File: config.mk
export PLATFORM = sky130hd
export DESIGN_NAME = sprite_compositor
export DESIGN_NICKNAME = d
export VERILOG_FILES = /design/src/rtl/sprite_compositor.sv
export SDC_FILE = /design/constraint.sdc
export NUM_CORES = 1
export LEC_CHECK = 0
export CAP_MARGIN = 20
export CORE_MARGIN = 8
export CORE_UTILIZATION = 42
export DETAILED_ROUTE_END_ITERATION = 12
export PLACE_DENSITY_LB_ADDON = 0.25
export SLEW_MARGIN = 15
export SYNTH_ARGS = -nofsm -noshare
export SYNTH_HDL_FRONTEND = slang
export SYNTH_SLANG_ARGS = --single-unit
File: constraint.sdc
create_clock -name clk -period 3.3 [get_ports clk]
set_input_delay 0.825 -clock clk [delete_from_list [all_inputs] [get_ports clk]]
set_output_delay 0.825 -clock clk [all_outputs]
set_load 0.005 [all_outputs]
File: src/rtl/sprite_compositor.sv
// Four-layer sprite/background compositor for the VGA path, plus per-frame player/hazard overlap detection.
// Define SPRITE_COMPOSITOR_COLLIDE_EN to build the hit register and the coll_req/coll_ack handshake.
module sprite_compositor #(
  parameter int unsigned H_LAST    = 639,
  parameter int unsigned V_LAST    = 479,
  parameter logic [11:0] KEY_COLOR = 12'h000,
  parameter logic [15:0] BG_KEY    = 16'hFFFF
) (
  input  logic        clk,
  input  logic        rst,
  input  logic        pix_en,
  input  logic [9:0]  x,
  input  logic [8:0]  y,
  input  logic [1:0]  game_state,
  input  logic [39:0] spr_x,
  input  logic [35:0] spr_y,
  input  logic [27:0] spr_w,
  input  logic [27:0] spr_h,
  input  logic [47:0] spr_color,
  input  logic [15:0] bg_color,
  output logic [11:0] vga_data,
  output logic        coll_req,
  input  logic        coll_ack,
  output logic [7:0]  frame_cnt
);

  typedef enum logic [1:0] {
    GS_INITIAL = 2'b00,
    GS_RUNNING = 2'b01,
    GS_OVER    = 2'b10,
    GS_SUCCESS = 2'b11
  } game_state_t;

  typedef enum logic [1:0] {
    SYNC,
    SCAN,
    LATCH
  } frame_state_t;

  game_state_t  gs;
  frame_state_t state, state_d;

  logic [9:0]  rel_x [4];
  logic [8:0]  rel_y [4];
  logic [3:0]  inbox_d, inbox, opaque;
  logic [9:0]  x1;
  logic [8:0]  y1;
  logic        s1_valid;
  logic [11:0] pix_d;
  logic        at_origin, at_end;

  assign gs = game_state_t'(game_state);

  // Modulo subtraction: a pixel left of / above the sprite wraps to a large offset and fails the size compare.
  always_comb begin
    inbox_d = '0;
    for (int unsigned i = 0; i < 4; i++) begin
      rel_x[i]   = x - spr_x[10*i +: 10];
      rel_y[i]   = y - spr_y[9*i +: 9];
      inbox_d[i] = (rel_x[i] < {3'b000, spr_w[7*i +: 7]}) &
                   (rel_y[i] < {2'b00, spr_h[7*i +: 7]});
    end
  end

  always_comb begin
    opaque = '0;
    for (int unsigned i = 0; i < 4; i++)
      opaque[i] = inbox[i] & (spr_color[12*i +: 12] != KEY_COLOR);
  end

  always_comb begin
    pix_d = '0;
    case (gs)
      GS_INITIAL: pix_d = 12'hF00;
      GS_RUNNING: begin
        if (opaque[0])             pix_d = spr_color[11:0];
        else if (opaque[1])        pix_d = spr_color[23:12];
        else if (opaque[2])        pix_d = spr_color[35:24];
        else if (opaque[3])        pix_d = spr_color[47:36];
        else if (bg_color == BG_KEY) pix_d = 12'h000;
        else                       pix_d = bg_color[15:4];
      end
      GS_OVER:    pix_d = bg_color[15:4];
      default:    pix_d = 12'h00F;
    endcase
  end

  // s1_valid keeps the zeroed post-reset S1 position from being mistaken for a real (0,0) frame start.
  assign at_origin = s1_valid && (x1 == 10'd0) && (y1 == 9'd0);
  assign at_end    = s1_valid && (x1 == 10'(H_LAST)) && (y1 == 9'(V_LAST));

  always_comb begin
    state_d = state;
    case (state)
      SYNC:    if (pix_en && at_origin) state_d = SCAN;
      SCAN:    if (pix_en && at_end)    state_d = LATCH;
      LATCH:   state_d = SYNC;
      default: state_d = SYNC;
    endcase
  end

  always_ff @(posedge clk) begin
    if (!rst) begin
      state     <= SYNC;
      inbox     <= '0;
      x1        <= '0;
      y1        <= '0;
      s1_valid  <= 1'b0;
      vga_data  <= '0;
      frame_cnt <= '0;
    end else begin
      state <= state_d;
      if (state == LATCH)
        frame_cnt <= frame_cnt + 8'd1;
      if (pix_en) begin
        inbox    <= inbox_d;
        x1       <= x;
        y1       <= y;
        s1_valid <= 1'b1;
        vga_data <= pix_d;
      end
    end
  end

`ifdef SPRITE_COMPOSITOR_COLLIDE_EN
  logic hit, hit_d;

  always_comb begin
    hit_d = hit;
    if (state == SYNC && pix_en && at_origin)
      hit_d = 1'b0;
    else if (state == SCAN && pix_en && gs == GS_RUNNING && opaque[0] && opaque[3])
      hit_d = 1'b1;
  end

  // A latch with hit outranks a simultaneous ack so a fresh event is never lost.
  always_ff @(posedge clk) begin
    if (!rst) begin
      hit      <= 1'b0;
      coll_req <= 1'b0;
    end else begin
      hit <= hit_d;
      if (state == LATCH && hit)
        coll_req <= 1'b1;
      else if (coll_ack)
        coll_req <= 1'b0;
    end
  end
`else
  logic unused_ack;
  assign unused_ack = coll_ack;
  assign coll_req   = 1'b0;
`endif

endmodule

Word-level counts from Yosys, hierarchy flattened. Index checks and enable logic that the tools add are counted.

Input bits: 221. Output and inout bits: 21. Word-level logic and storage cells: 65. Register bits after elaboration: 46.

Bitwise operators: 8. Magnitude comparators: 8. Multiplexer cells: 9. Add/subtract/negate cells: 9. Reduce and logical (&&, ||, !) cells: 15. Equality and inequality tests: 9.

Operator list (number): $mux 12 (5); $reduce_bool 12->1 (4); $lt 10x7->1 (4); $sub 10x10->10 (4); $lt 9x7->1 (4); $pmux 12 s3 (1); $sub 9x9->9 (4); $eq 16x16->1 const B (1); $eq 10x10->1 const B (1); $logic_not 10->1 (1); $eq 9x9->1 const B (1); $logic_not 9->1 (1); $add 8x1->8 const B (1); $and 1x1->1 (8); $logic_and 1x1->1 (6); $eq 2x1->1 const B (2); $eq 2x2->1 const B (2); $logic_not 2->1 (2); $mux 2 (2); $ne 2x2->1 const B (2); $pmux 2 s2 (1); $reduce_and 2->1 (1).

Depth between registers and ports, before layout.
Depth after elaboration: 7. Gate-level depth with buffers: 16. Gate-level depth less buffers: 16.

Worst setup path after synthesis. OpenSTA, ideal clock, no wires.

Kind: input -> register. From: in x[0]. To: reg inbox[3]. Path buffers: 0. Setup slack: -0.211 ns. Required time: 3.226 ns. Arrival time: 3.437 ns. Cell stages on the path: 15. Cell sequence: inv_1 ha_1 fa_1 nor2b_1 o2111ai_1 nand3_1 nor2_1 xnor2_1 ha_1 a22oi_1 nand3_1 a221oi_1 o2111ai_1 or4_1 o21ai_0.

Word-level cells in the longest chain between the ends: 3.

RTL lines: from (decl) (RTL line 12) `input logic [9:0] x,`; $sub 10x10->10 (RTL line 58) `rel_x[i] = x - spr_x[10*i +: 10];`; $lt 10x7->1 (RTL line 60) `inbox_d[i] = (rel_x[i] < {3'b000, spr_w[7*i +: 7]}) &`; $and 1x1->1 (RTL line 60); to (signal assigned) (RTL line 116) `inbox <= inbox_d;`; to (decl) (RTL line 45) `logic [3:0] inbox_d, inbox, opaque;`.

No other way between the ends. A chain may end at the register's enable or synchronous reset.

Final worst setup path.
From: in x[2]. To: reg inbox[0].

Same word-level chain as after synthesis.

==> impl_metrics.py <==
metrics = {
    "run_status": {
        "status": "complete, but fails checks",
        "violations": "negative setup slack",
    },
    "setup_path": {
        "start_kind": "input port",
        "crit_fanout": 4,
        "cp_data_required_time_ns": 3.53,
        "critPathKind": "in2reg",
        "end_kind": "register",
        "worstPathCellList": "clkdlybuf4s15_2 -> ha_1 -> nor2b_1 -> o21a_1 -> o21ai_2 -> nand2b_1 -> a21oi_2 -> xnor2_1 -> ha_1 -> a2111oi_2 -> o21ai_1 -> a31oi_1 -> o21ai_1 -> a211oi_2 -> a32o_1",
        "critPathArrivalTime_ns": 3.64,
        "crit_path_max_incr_delay_ns": 0.35,
        "crit_buf_inv": 1,
        "cp_top_family": "compound AO/OA/AOI/OAI gates",
        "cpMaxStageDelayCell": "a2111oi_2",
    },
    "pwr": {
        "leakagePower_uw": 0.00511,
        "p_int_uw": 1830,
        "comb_power_share": 0.575,
        "ir_drop_mv": 0.196,
        "seqPwrFrac": 0.216,
        "p_clk_frac": 0.209,
        "powerDensity_nw_per_um2": 252,
        "switchingPower_uw": 941,
        "sw_frac_of_total": 0.339,
    },
    "clock_network": {
        "clock-sinks": 46,
        "worst_skew_pair.late_latency_ns": 0.29,
        "cts_root_buf": "clkbuf_16",
        "clk_pin_slew_worst_paths_ns": 0.06,
        "clockBufferDepth": 2,
        "cts_tree": "done",
        "cts_buffers": 5,
        "htreeDepth": 2,
    },
    "route": {
        "firstDrtPassIters": 4,
        "num_vias": 7824,
        "via_per_inst": 5.24,
        "drtIter0Drc": 248,
        "wl_mm": 24.4,
        "drc": 0,
        "wl_per_cell_um": 16.3,
        "ant_nets": 0,
    },
    "logic_synthesis": {
        "postSynthCellCount": 908,
        "synth_edf_count": 0,
        "yosys-top-cells-count": "inv_1, ha_1, nand2_1",
        "synth_cell_types": 55,
        "synth.area.top_cells": "ha_1, dfxtp_1, inv_1",
        "synth_most_common_cell": "inv_1",
        "syn_avg_cell_area_um2": 7.45,
        "yosys_most_used_dff": "dfxtp_1",
        "syn_area_um2": 6760,
        "synth.largest_area_cell": "ha_1",
        "synth_seq_cells": 46,
        "ys_seq_area_frac": 0.136,
        "ys_warn_count": 0,
        "yosysTopAreaCellShare": 0.217,
        "synth_nets": 1254,
        "synth-async-reset-ratio": 0,
    },
    "finish": {
        "fill_cells": 1289,
        "seqCellArea_um2": 921,
        "final_area_um2": 11000,
        "area_growth_pct": 62.9,
        "multiInputGateArea_um2": 5660,
        "fin_nets": 1621,
        "drive_gt1_frac": 0.194,
    },
    "global_routing": {
        "grt_pass1_wl_mm": 37.7,
        "antenna_found_initial": 1,
        "first_global_vias": 8076,
        "grtUsageTotal": 0.229,
        "grt_max_degree": 48,
        "overflow": 0,
    },
    "sta": {
        "finalSetupViolCount": 3,
        "worst_pin_slew_ns": 0.653,
        "drv_slew": 0,
        "finalSetupTns_ns": -0.209,
        "fin_crit_ns": 3.41,
        "slew_headroom": 0.563,
        "fmax_mhz": 294,
        "clock_skew_ns": 0.00984,
        "fin_crit_sh": 1.03,
        "rsz0062_at_grt": "yes",
        "final.setup.worst_slack_ns": -0.106,
        "hold_viol": 0,
    },
    "floorplanning": {
        "chipHeight_um": 143,
        "dieArea_um2": 20400,
        "rows": 46,
        "start_util": 0.427,
        "core_um2": 15800,
        "num_io_pins": 242,
        "chipWidth_um": 143,
    },
    "worst_hold_path": {
        "hp-class": "reg2reg",
    },
    "placement": {
        "place_congestion": 0.949,
        "portBuffers": 239,
        "dpl.hpwl_mm": 20.4,
        "placed_area_um2": 10300,
    },
    "run": {
        "maxCapViolations": 0,
    },
}
per-stage QoR:
| step | worst slack (ns) | utilization | power (µW) | instances | hold WS [ns] |
|---|---|---|---|---|---|
| 5_1_grt | -0.287 | 0.696 | 2970 | 1493 | 0.477 |
| 6_report | -0.106 | 0.696 | 2770 | 1493 | 0.454 |
| 4_1_cts | -0.130 | 0.687 | 2730 | 1486 | 0.455 |
| 2_1_floorplan | -0.0390 | - | 1380 | 908 | 0.420 |
| 3_3_place_gp | -0.790 | 0.650 | 2010 | 1459 | 0.430 |
| 3_5_place_dp | -0.889 | 0.650 | 2040 | 1459 | 0.443 |
timing repair:
action                                  CTS  global route
endpoints found under the hold margin     0             0
setup buffers                            19             6
gates resized for setup                 134            25
endpoints found under the setup margin    4             4
hold buffers                              0             0
pin swaps                                71            42
gates cloned                              0             0
cell families after synthesis:
kind of cell / after synthesis / synth area share
and+or+nand+nor: 279 / 0.208
AOI/OAI and AO/OA: 201 / 0.198
buffers and inverters: 163 / 0.0914
adders and majority gates: 125 / 0.240
xor gates and xnor gates: 66 / 0.0855
DFF: 46 / 0.136
muxes: 27 / 0.0402
other: 1 / 0.000555
cells in the final DEF, fill, tap and decap left out, types with 21 or more instances in the layout:
master           netlist  layout
clkdlybuf4s50_1        0     204
buf_4                  1     145
inv_1                139     127
ha_1                 117      90
nand2_1               65      64
xnor2_1               53      53
nor2_1                52      50
dfxtp_1               46      46
a21oi_1               42      37
nand3_1               37      37
o21ai_0               46      35
nor2b_1               41      34
mux2i_1               26      26
ha_4                   0      21
cell type report:
cell class,instances,area share
Antenna cell,1,0.000227
Clock buffer,5,0.0114
Clock inverter,3,0.00398
Inverter,139,0.0487
Multi-Input combinational cell,699,0.514
Sequential cell,46,0.0836
Tap cell,216,0.0245
Timing Repair Buffer,384,0.313
sequential cells by signal, summed over array words and instances, names as in the netlist:
register   count
frame_cnt      8
inbox          4
s1_valid       1
state          2
vga_data      12
x1            10
y1             9
power groups by stage:
stage          clock, µW  combinational, µW  sequential (µW)
2_1_floorplan          0                772              607
3_3_place_gp           0               1400              610
3_5_place_dp           0               1430              611
4_1_cts              593               1540              599
5_1_grt              613               1760              602
6_report             579               1600              599
metal layers:
layer	vias to the layer above	global-route usage	part of all wire
met5	-	0	0
met1	3571	0.260	0.40
met2	271	0.411	0.49
met3	53	0.0471	0.079
met4	0	0.0872	0.032
li1	3929	-	-
worst paths after layout:
path                                             from                        end  slack (ns)  cells after the start
worst max-delay path                             x[2]      inbox[0]$_SDFFE_PN0P_       -0.11                     15
worst min-delay path            s1_valid$_SDFFE_PN0P_      s1_valid$_SDFFE_PN0P_        0.45                      1
worst max register to register  inbox[3]$_SDFFE_PN0P_  vga_data[11]$_SDFFE_PN0P_        1.30                      7
worst min register to register  s1_valid$_SDFFE_PN0P_      s1_valid$_SDFFE_PN0P_        0.45                      1
Power figures use the tool's default switching activity.
